## src/rtl/imem_arb_pkg.sv

```systemverilog
// Shared constants, types and helpers for the instruction-memory fetch arbiter.
//   NOP_INSTR  : sll $0,$0,0, returned on faulted fetches and held in rdata after reset
//   core_idx_t : index of one requesting core
//   is_fault   : misaligned or out-of-range byte address check
package imem_arb_pkg;

  localparam int unsigned N_CORES      = 2;
  localparam int unsigned FAULT_ADDR_W = 64;
  localparam logic [31:0] NOP_INSTR    = 32'h0000_0000;

  typedef logic [$clog2(N_CORES)-1:0] core_idx_t;

  // A fetch faults when it is not word aligned or falls past the last ROM word.
  function automatic logic is_fault(input logic [FAULT_ADDR_W-1:0] addr,
                                    input int unsigned             depth);
    logic [FAULT_ADDR_W-1:0] limit;
    limit = FAULT_ADDR_W'(depth) << 2;
    return (addr[1:0] != 2'b00) || (addr >= limit);
  endfunction

endpackage

```

## src/rtl/imem_fetch_arbiter_rr.sv

```systemverilog
// Two-way round-robin arbiter, purely combinational; the priority pointer lives in the parent.
//   req     : request per core
//   rr_ptr  : core that wins when both request
//   gnt     : one-hot grant (or zero when idle)
//   gnt_idx : index of the granted core (0 when idle)
module rr_arbiter2
  import imem_arb_pkg::*;
(
  input  logic [1:0] req,
  input  core_idx_t  rr_ptr,
  output logic [1:0] gnt,
  output core_idx_t  gnt_idx
);

  // Lone requester always wins; contention resolved by rr_ptr.
  always_comb begin
    gnt     = 2'b00;
    gnt_idx = '0;
    case (req)
      2'b01: begin
        gnt     = 2'b01;
        gnt_idx = core_idx_t'(0);
      end
      2'b10: begin
        gnt     = 2'b10;
        gnt_idx = core_idx_t'(1);
      end
      2'b11: begin
        if (rr_ptr == core_idx_t'(1)) begin
          gnt     = 2'b10;
          gnt_idx = core_idx_t'(1);
        end else begin
          gnt     = 2'b01;
          gnt_idx = core_idx_t'(0);
        end
      end
      default: begin
        gnt     = 2'b00;
        gnt_idx = '0;
      end
    endcase
  end

endmodule

```

## src/rtl/imem_fetch_arbiter.sv

```systemverilog
// Shares one combinational instruction ROM between two cores, one fetch per cycle.
//   clk, rst_n : clock, asynchronous active-low reset
//   req, addr  : per-core fetch request and byte address (slice i*ADDR_W)
//   stall      : comb, core requested but lost arbitration; it must hold its PC
//   rvalid     : reg, response for core i valid this cycle (one cycle after grant)
//   rdata, err : reg, fetched word (NOP on fault) and fault flag, held between responses
//   rom_addr   : comb, byte address of the granted fetch (0 when idle)
//   rom_rd     : comb, ROM read data for rom_addr
//   gnt_cnt    : reg, saturating grant count per core (slice i*CNT_W)
module imem_fetch_arbiter #(
  parameter int unsigned N_CORES   = 2,
  parameter int unsigned ADDR_W    = 32,
  parameter int unsigned DATA_W    = 32,
  parameter int unsigned ROM_DEPTH = 16,
  parameter int unsigned CNT_W     = 16
) (
  input  logic                        clk,
  input  logic                        rst_n,
  input  logic [N_CORES-1:0]          req,
  input  logic [N_CORES*ADDR_W-1:0]   addr,
  output logic [N_CORES-1:0]          stall,
  output logic [N_CORES-1:0]          rvalid,
  output logic [N_CORES*DATA_W-1:0]   rdata,
  output logic [N_CORES-1:0]          err,
  output logic [ADDR_W-1:0]           rom_addr,
  input  logic [DATA_W-1:0]           rom_rd,
  output logic [N_CORES*CNT_W-1:0]    gnt_cnt
);

  import imem_arb_pkg::*;

  localparam logic [DATA_W-1:0] NOP_W   = DATA_W'(NOP_INSTR);
  localparam logic [CNT_W-1:0]  CNT_MAX = '1;

  logic [1:0]          gnt;
  core_idx_t           gnt_idx;
  core_idx_t           rr_ptr;
  logic                gnt_any;
  logic                fault;
  logic [ADDR_W-1:0]   sel_addr;

  rr_arbiter2 u_arb (
    .req     (req[1:0]),
    .rr_ptr  (rr_ptr),
    .gnt     (gnt),
    .gnt_idx (gnt_idx)
  );

  // Route the winner's address to the ROM and classify it.
  // The ROM itself only decodes the low word-index bits; the range check here
  // guarantees those bits are meaningful whenever the data is used.
  always_comb begin
    gnt_any  = |gnt;
    sel_addr = (gnt_idx == core_idx_t'(1)) ? addr[ADDR_W +: ADDR_W] : addr[0 +: ADDR_W];
    rom_addr = gnt_any ? sel_addr : '0;
    fault    = is_fault(FAULT_ADDR_W'(sel_addr), ROM_DEPTH);
    stall    = req & ~gnt;
  end

  // Pointer, response registers and grant counters.
  always_ff @(posedge clk or negedge rst_n) begin
    if (!rst_n) begin
      rr_ptr  <= '0;
      rvalid  <= '0;
      err     <= '0;
      rdata   <= {N_CORES{NOP_W}};
      gnt_cnt <= '0;
    end else begin
      rvalid <= gnt;
      // Loser of this grant gets priority at the next contention.
      if (gnt_any) begin
        rr_ptr <= ~gnt_idx;
      end
      for (int i = 0; i < N_CORES; i++) begin
        if (gnt[i]) begin
          rdata[i*DATA_W +: DATA_W] <= fault ? NOP_W : rom_rd;
          err[i]                    <= fault;
          if (gnt_cnt[i*CNT_W +: CNT_W] != CNT_MAX) begin
            gnt_cnt[i*CNT_W +: CNT_W] <= gnt_cnt[i*CNT_W +: CNT_W] + CNT_W'(1);
          end
        end
      end
    end
  end

endmodule
```

## config.mk

```make
export PLATFORM = sky130hd
export DESIGN_NAME = imem_fetch_arbiter
export DESIGN_NICKNAME = d
export VERILOG_FILES = /design/src/rtl/imem_arb_pkg.sv /design/src/rtl/imem_fetch_arbiter_rr.sv /design/src/rtl/imem_fetch_arbiter.sv
export SDC_FILE = /design/constraint.sdc
export NUM_CORES = 1
export LEC_CHECK = 0
export CORE_ASPECT_RATIO = 1.5
export CORE_MARGIN = 2
export CORE_UTILIZATION = 30
export DETAILED_ROUTE_END_ITERATION = 12
export REMOVE_ABC_BUFFERS = 1
export SYNTH_ARGS = -nofsm -noshare
export SYNTH_HDL_FRONTEND = slang
export SYNTH_SLANG_ARGS = --single-unit
export TNS_END_PERCENT = 20
```

## constraint.sdc

```tcl
create_clock -name clk -period 1.8 [get_ports clk]
set_input_delay 0.36 -clock clk [delete_from_list [all_inputs] [get_ports clk]]
set_output_delay 0.36 -clock clk [all_outputs]
set_load 0.005 [all_outputs]
```

# Yosys cells after proc, flatten, opt, wreduce, memory -nomap -nowiden
# Cells that the tools add are included.
# word_totals
in_bits	100
output_inout_bits	134
word_cells	31
ff_bits	101
# op_classes
n_mux	7
reduce_logical	5
magnitude_cmp	1
eq_ne	5
bitwise_logic	3
n_addsub	2
# ops
operator	n
$mux 32	3
$add 16x1->16 const B	2
$ge 32x7->1 const B	1
$ne 16x16->1 const B	2
$pmux 2 s3	1
$eq 2x2->1 const B	2
$reduce_and 2->1	2
$and 2x2->2	1
$eq 2x1->1 const B	1
$mux 2	1
$not 2->2	1
$pmux 1 s2	1
$reduce_bool 2->1	1
$reduce_or 2->1	1
$logic_or 1x1->1	1
$mux 1	1
$not 1->1	1

# Longest topological paths before layout
# depth
depth_word	6
depth_mapped	7
mapped_depth_nobuf	6

# Cells and area by module
# A second synthesis with hierarchy kept.
# unflattened
cells_unflattened	548
area_unflattened_um2	5566.6
# by_module_without_submodules
mod	seq_area_each_um2	instances	area_per_inst_um2	cells_each
imem_fetch_arbiter	2527.4	1	5540.3	544
rr_arbiter2	0.0	1	26.3	4

# Least setup slack after synthesis
# Ideal clock, no wire load.
# synth_path
path_type	register -> output
start	register rr_ptr
end	output rom_addr[2]
t_required_ns	1.440
path_stages_with_launch	7
arrival_time_ns	1.358
n_path_buf	2
slack_ns	0.082
path_cell_list	dfrtp_1 -> nand2_1 -> nand2_1 -> clkbuf_1 -> buf_1 -> nand2_1 -> a21oi_1
# synth_via
elab_chain_cells	4
word_cells_on_any_way	7
cone_classes	mux: 6; reduce/logical: 1
# synth_lines
element	line	source
start, declared	imem_fetch_arbiter.sv:37	core_idx_t rr_ptr;
start signal, assigned	imem_fetch_arbiter.sv:72	rr_ptr <= ~gnt_idx;
$mux 2 or $mux 1 (tied branches)	imem_fetch_arbiter_rr.sv:29	if (rr_ptr == core_idx_t'(1)) begin
$pmux 2 s3 or $pmux 1 s2 (tied branches)	imem_fetch_arbiter_rr.sv:19	case (req)
$reduce_or 2->1 or $mux 32 (tied branches)	imem_fetch_arbiter.sv:53, imem_fetch_arbiter.sv:54	
$mux 32 *	imem_fetch_arbiter.sv:55	rom_addr = gnt_any ? sel_addr : '0;
end, declared	imem_fetch_arbiter.sv:25	output logic [ADDR_W-1:0] rom_addr,
# Every way passes the cells marked *; elsewhere a longest branch is shown, timed or not.

# Final worst setup path
# layout_path
start	register rr_ptr
end	output rom_addr[29]
# Same word-level chain as after synthesis.

==> impl_metrics.yaml <==
outcome:
  status: "finished with violations"
  violations: "negative setup slack"
critical_path:
  worst_ep_arrival_time_ps: 1650
  crit_path_start_kind: "register"
  r2r_cells: 9
  r2r_start: "rr_ptr$_DFFE_PN0N_"
  slowest_stage: "dfrtp_1"
  crit_fanout: 5
  crit_chain: "o21ai_4 > buf_6 > buf_6 > buf_12 > nand2_2 > a21oi_2 > buf_2"
  cp_common_cell: "buf_6"
  r2r_slack_ps: -160
  endpoint_kind: "output pin"
  slowest_delay_ps: 430
  r2r_end: "rdata[5]$_DFFE_PN0P_"
  crit_required_ps: 1440
  crit_type: "reg -> out"
place:
  numPortBuffers: 233
  place_congestion: 0.846
  placed_area_mm2: 0.00741
  dp.cells: 875
  hpwlAfterDp_um: 12400
  place_ws_ps: -729
finish:
  fillCellCount: 1355
  fin_nets: 807
  regArea_mm2: 0.00253
  finalNonFillerCells: 906
  drive_above_1_share_pct: 26.1
  fin_area_mm2: 0.00805
  area_delta_synth_final_pct: 79.2
  multiInputGateArea_mm2: 0.00211
  antenna_cells: 0
cts:
  htreeDepth: 3
  cts.sinks: 101
  cts_root_buffer: "clkbuf_16"
  cts_made_buffers: 9
  cts.path.max_buffers: 2
  clock_latency_ps: 350
  clkSlewWorstSetupHoldPaths_ps: 70
  cts_tree: "yes"
synth:
  synth_area_mm2: 0.00450
  seq_area_frac_synth_pct: 56.2
  yosysWarnings: 0
  postSynth.asyncResetShare_pct: 100
  synthCells: 423
  ys.flop_type: "dfrtp_1"
  syn-mean-instance-area_um2: 10.6
  synth_seq_cells: 101
  synth_edf_count: 0
  synth_cell_type_count: 33
drt:
  drc: 0
  route.antenna.remaining_nets: 0
  via_count: 4531
  routed_via_density: 5.00
  drt-initial-drc-count: 154
  wl_um: 16800
  dr.pass1.iters: 4
  wl_per_cell_um: 18.6
timing:
  period_needed_ps: 2010
  finalMaxSlewViolations: 0
  slew_headroom_pct: 75.9
  period_share_pct: 112
  final-hold-violation-count: 0
  clock_skew_ps: 9.51
  worst_slack_ps: -211
  tightest_slew_ps: 359
  clock.fmax_mhz: 497
  setup_violations: 96
  rsz0062_at_grt: "yes"
  setup_tns_ps: -9900
global_routing:
  grt_use_total_pct: 20.8
  grt_max_degree: 33
  antenna_found_initial: 0
  grt_pass1_vias: 4887
  grt_overflow_total: 0
  grt_pass1_wl_um: 26500
floorplan:
  die_width_um: 104
  rows: 54
  core_mm2: 0.0146
  dieHeight_um: 154
  start_util_pct: 30.8
  die-area_mm2: 0.0160
  ios: 234
pwr:
  peakVddDrop_uv: 557
  leakage_nw: 3.55
  finalPower_mw: 6.11
  p_per_area_mw_per_mm2: 758
run:
  maxCapViolCount: 0
worst_hold_path:
  hold_class: "in -> async"
layout by cell type, fill, tap and decap left out, drive strengths merged:
cell type,n
a2111oi,2
a21boi,1
a21oi,32
a22o,64
and2,1
and3,1
and4,1
buf,92
clkbuf,10
clkdlybuf4s15,1
clkdlybuf4s50,194
clkinv,6
dfrtp,101
dlygate4sd2,4
dlygate4sd3,1
dlymetal6s2s,2
ha,2
inv,7
mux2,1
mux2i,1
nand2,86
nand3,8
nand4,15
nor2,18
nor3,8
nor4,15
o2111a,1
o21ai,1
or4,4
xnor2,19
xor2,11
power by group:
| group | switching (mW) | internal, mW | total (mW) |
|---|---|---|---|
| logic | 0.737 | 0.964 | 1.70 |
| registers | 0.126 | 2.42 | 2.54 |
| clock network | 0.904 | 0.960 | 1.86 |
| total | 1.77 | 4.34 | 6.11 |
cells by family after synthesis:
group	count (synthesis)	synth area share, %
AOI/OAI and AO/OA	101	17.2
xor gates and xnor gates	30	5.84
adders and majority gates	2	0.557
buffers and inverters	30	2.87
DFF	101	56.2
muxes	2	0.473
and+or+nand+nor	157	16.9
sequential cells by signal, indices dropped and copies added, names as in the netlist:
signal and count:
err 2, rdata 64, rvalid 2, rr_ptr 1, gnt_cnt 32
what timing repair did:
action                     CTS  global route
gates cloned                 3             1
pin swaps                   30            48
setup endpoints to repair  112           127
resized for setup          176            55
hold buffers                 1             0
buffers inserted            11             1
hold endpoints to repair    16             0
worst max-delay path, delay by kind of cell (launching register included):
| family | cells | cell delay (ps) |
|---|---|---|
| buffers and inverters | 4 | 510 |
| and+or+nand+nor | 1 | 60 |
| DFF | 1 | 430 |
| AOI/OAI and AO/OA | 2 | 330 |
cell usage after synthesis (all sizes together), types with 2 or more instances:
| cell type | n | area (um^2) |
|---|---|---|
| or4 | 4 | 30.0 |
| dfrtp | 101 | 2530 |
| a22o | 64 | 561 |
| nor4 | 15 | 109 |
| nand2 | 86 | 323 |
| inv | 5 | 18.8 |
| ha | 2 | 25.0 |
| clkbuf | 15 | 56.3 |
| a2111oi | 2 | 23.8 |
| nand4 | 15 | 115 |
| nor3 | 8 | 50.1 |
| xnor2 | 19 | 166 |
| nor2 | 18 | 67.6 |
| nand3 | 8 | 40.0 |
| a21oi | 32 | 160 |
| xor2 | 11 | 96.3 |
| buf | 9 | 50.0 |
metal layers:
metal	wire length (um)	part of all wire, %	track usage, %	vias up
met5	0	0	0	-
met4	592	3.5	9.46	0
met3	727	4.3	3.86	37
met2	9080	54	38.2	162
met1	6450	38	23.2	2240
li1	-	-	-	2092
metrics by stage:
step           hold WS, ps  util (%)
6_report               443      55.2
5_1_grt                448      55.2
4_1_cts                443      54.4
3_5_place_dp           268      50.8
3_3_place_gp           266      50.8
2_1_floorplan         64.4         -
layout make-up:
type                            count  area share (%)
Sequential cell                   101            31.4
Clock buffer                        9            2.80
Multi-Input combinational cell    292            26.2
Inverter                            6           0.466
Timing Repair Buffer              295            35.4
Clock inverter                      7           0.746
Tap cell                          196            3.04
worst max path at each step:
stage | from | to | slack (ps)
after floorplan | req[0] | rdata[0]$_DFFE_PN0P_ | -2030
after global placement | req[0] | rom_addr[29] | -710
after detailed placement | req[1] | rom_addr[5] | -730
after CTS | rr_ptr$_DFFE_PN0N_ | rom_addr[15] | -340
after global routing | rr_ptr$_DFFE_PN0N_ | rom_addr[20] | -260
final | rr_ptr$_DFFE_PN0N_ | rom_addr[29] | -210
No activity file was read; power rests on OpenSTA's default activity.
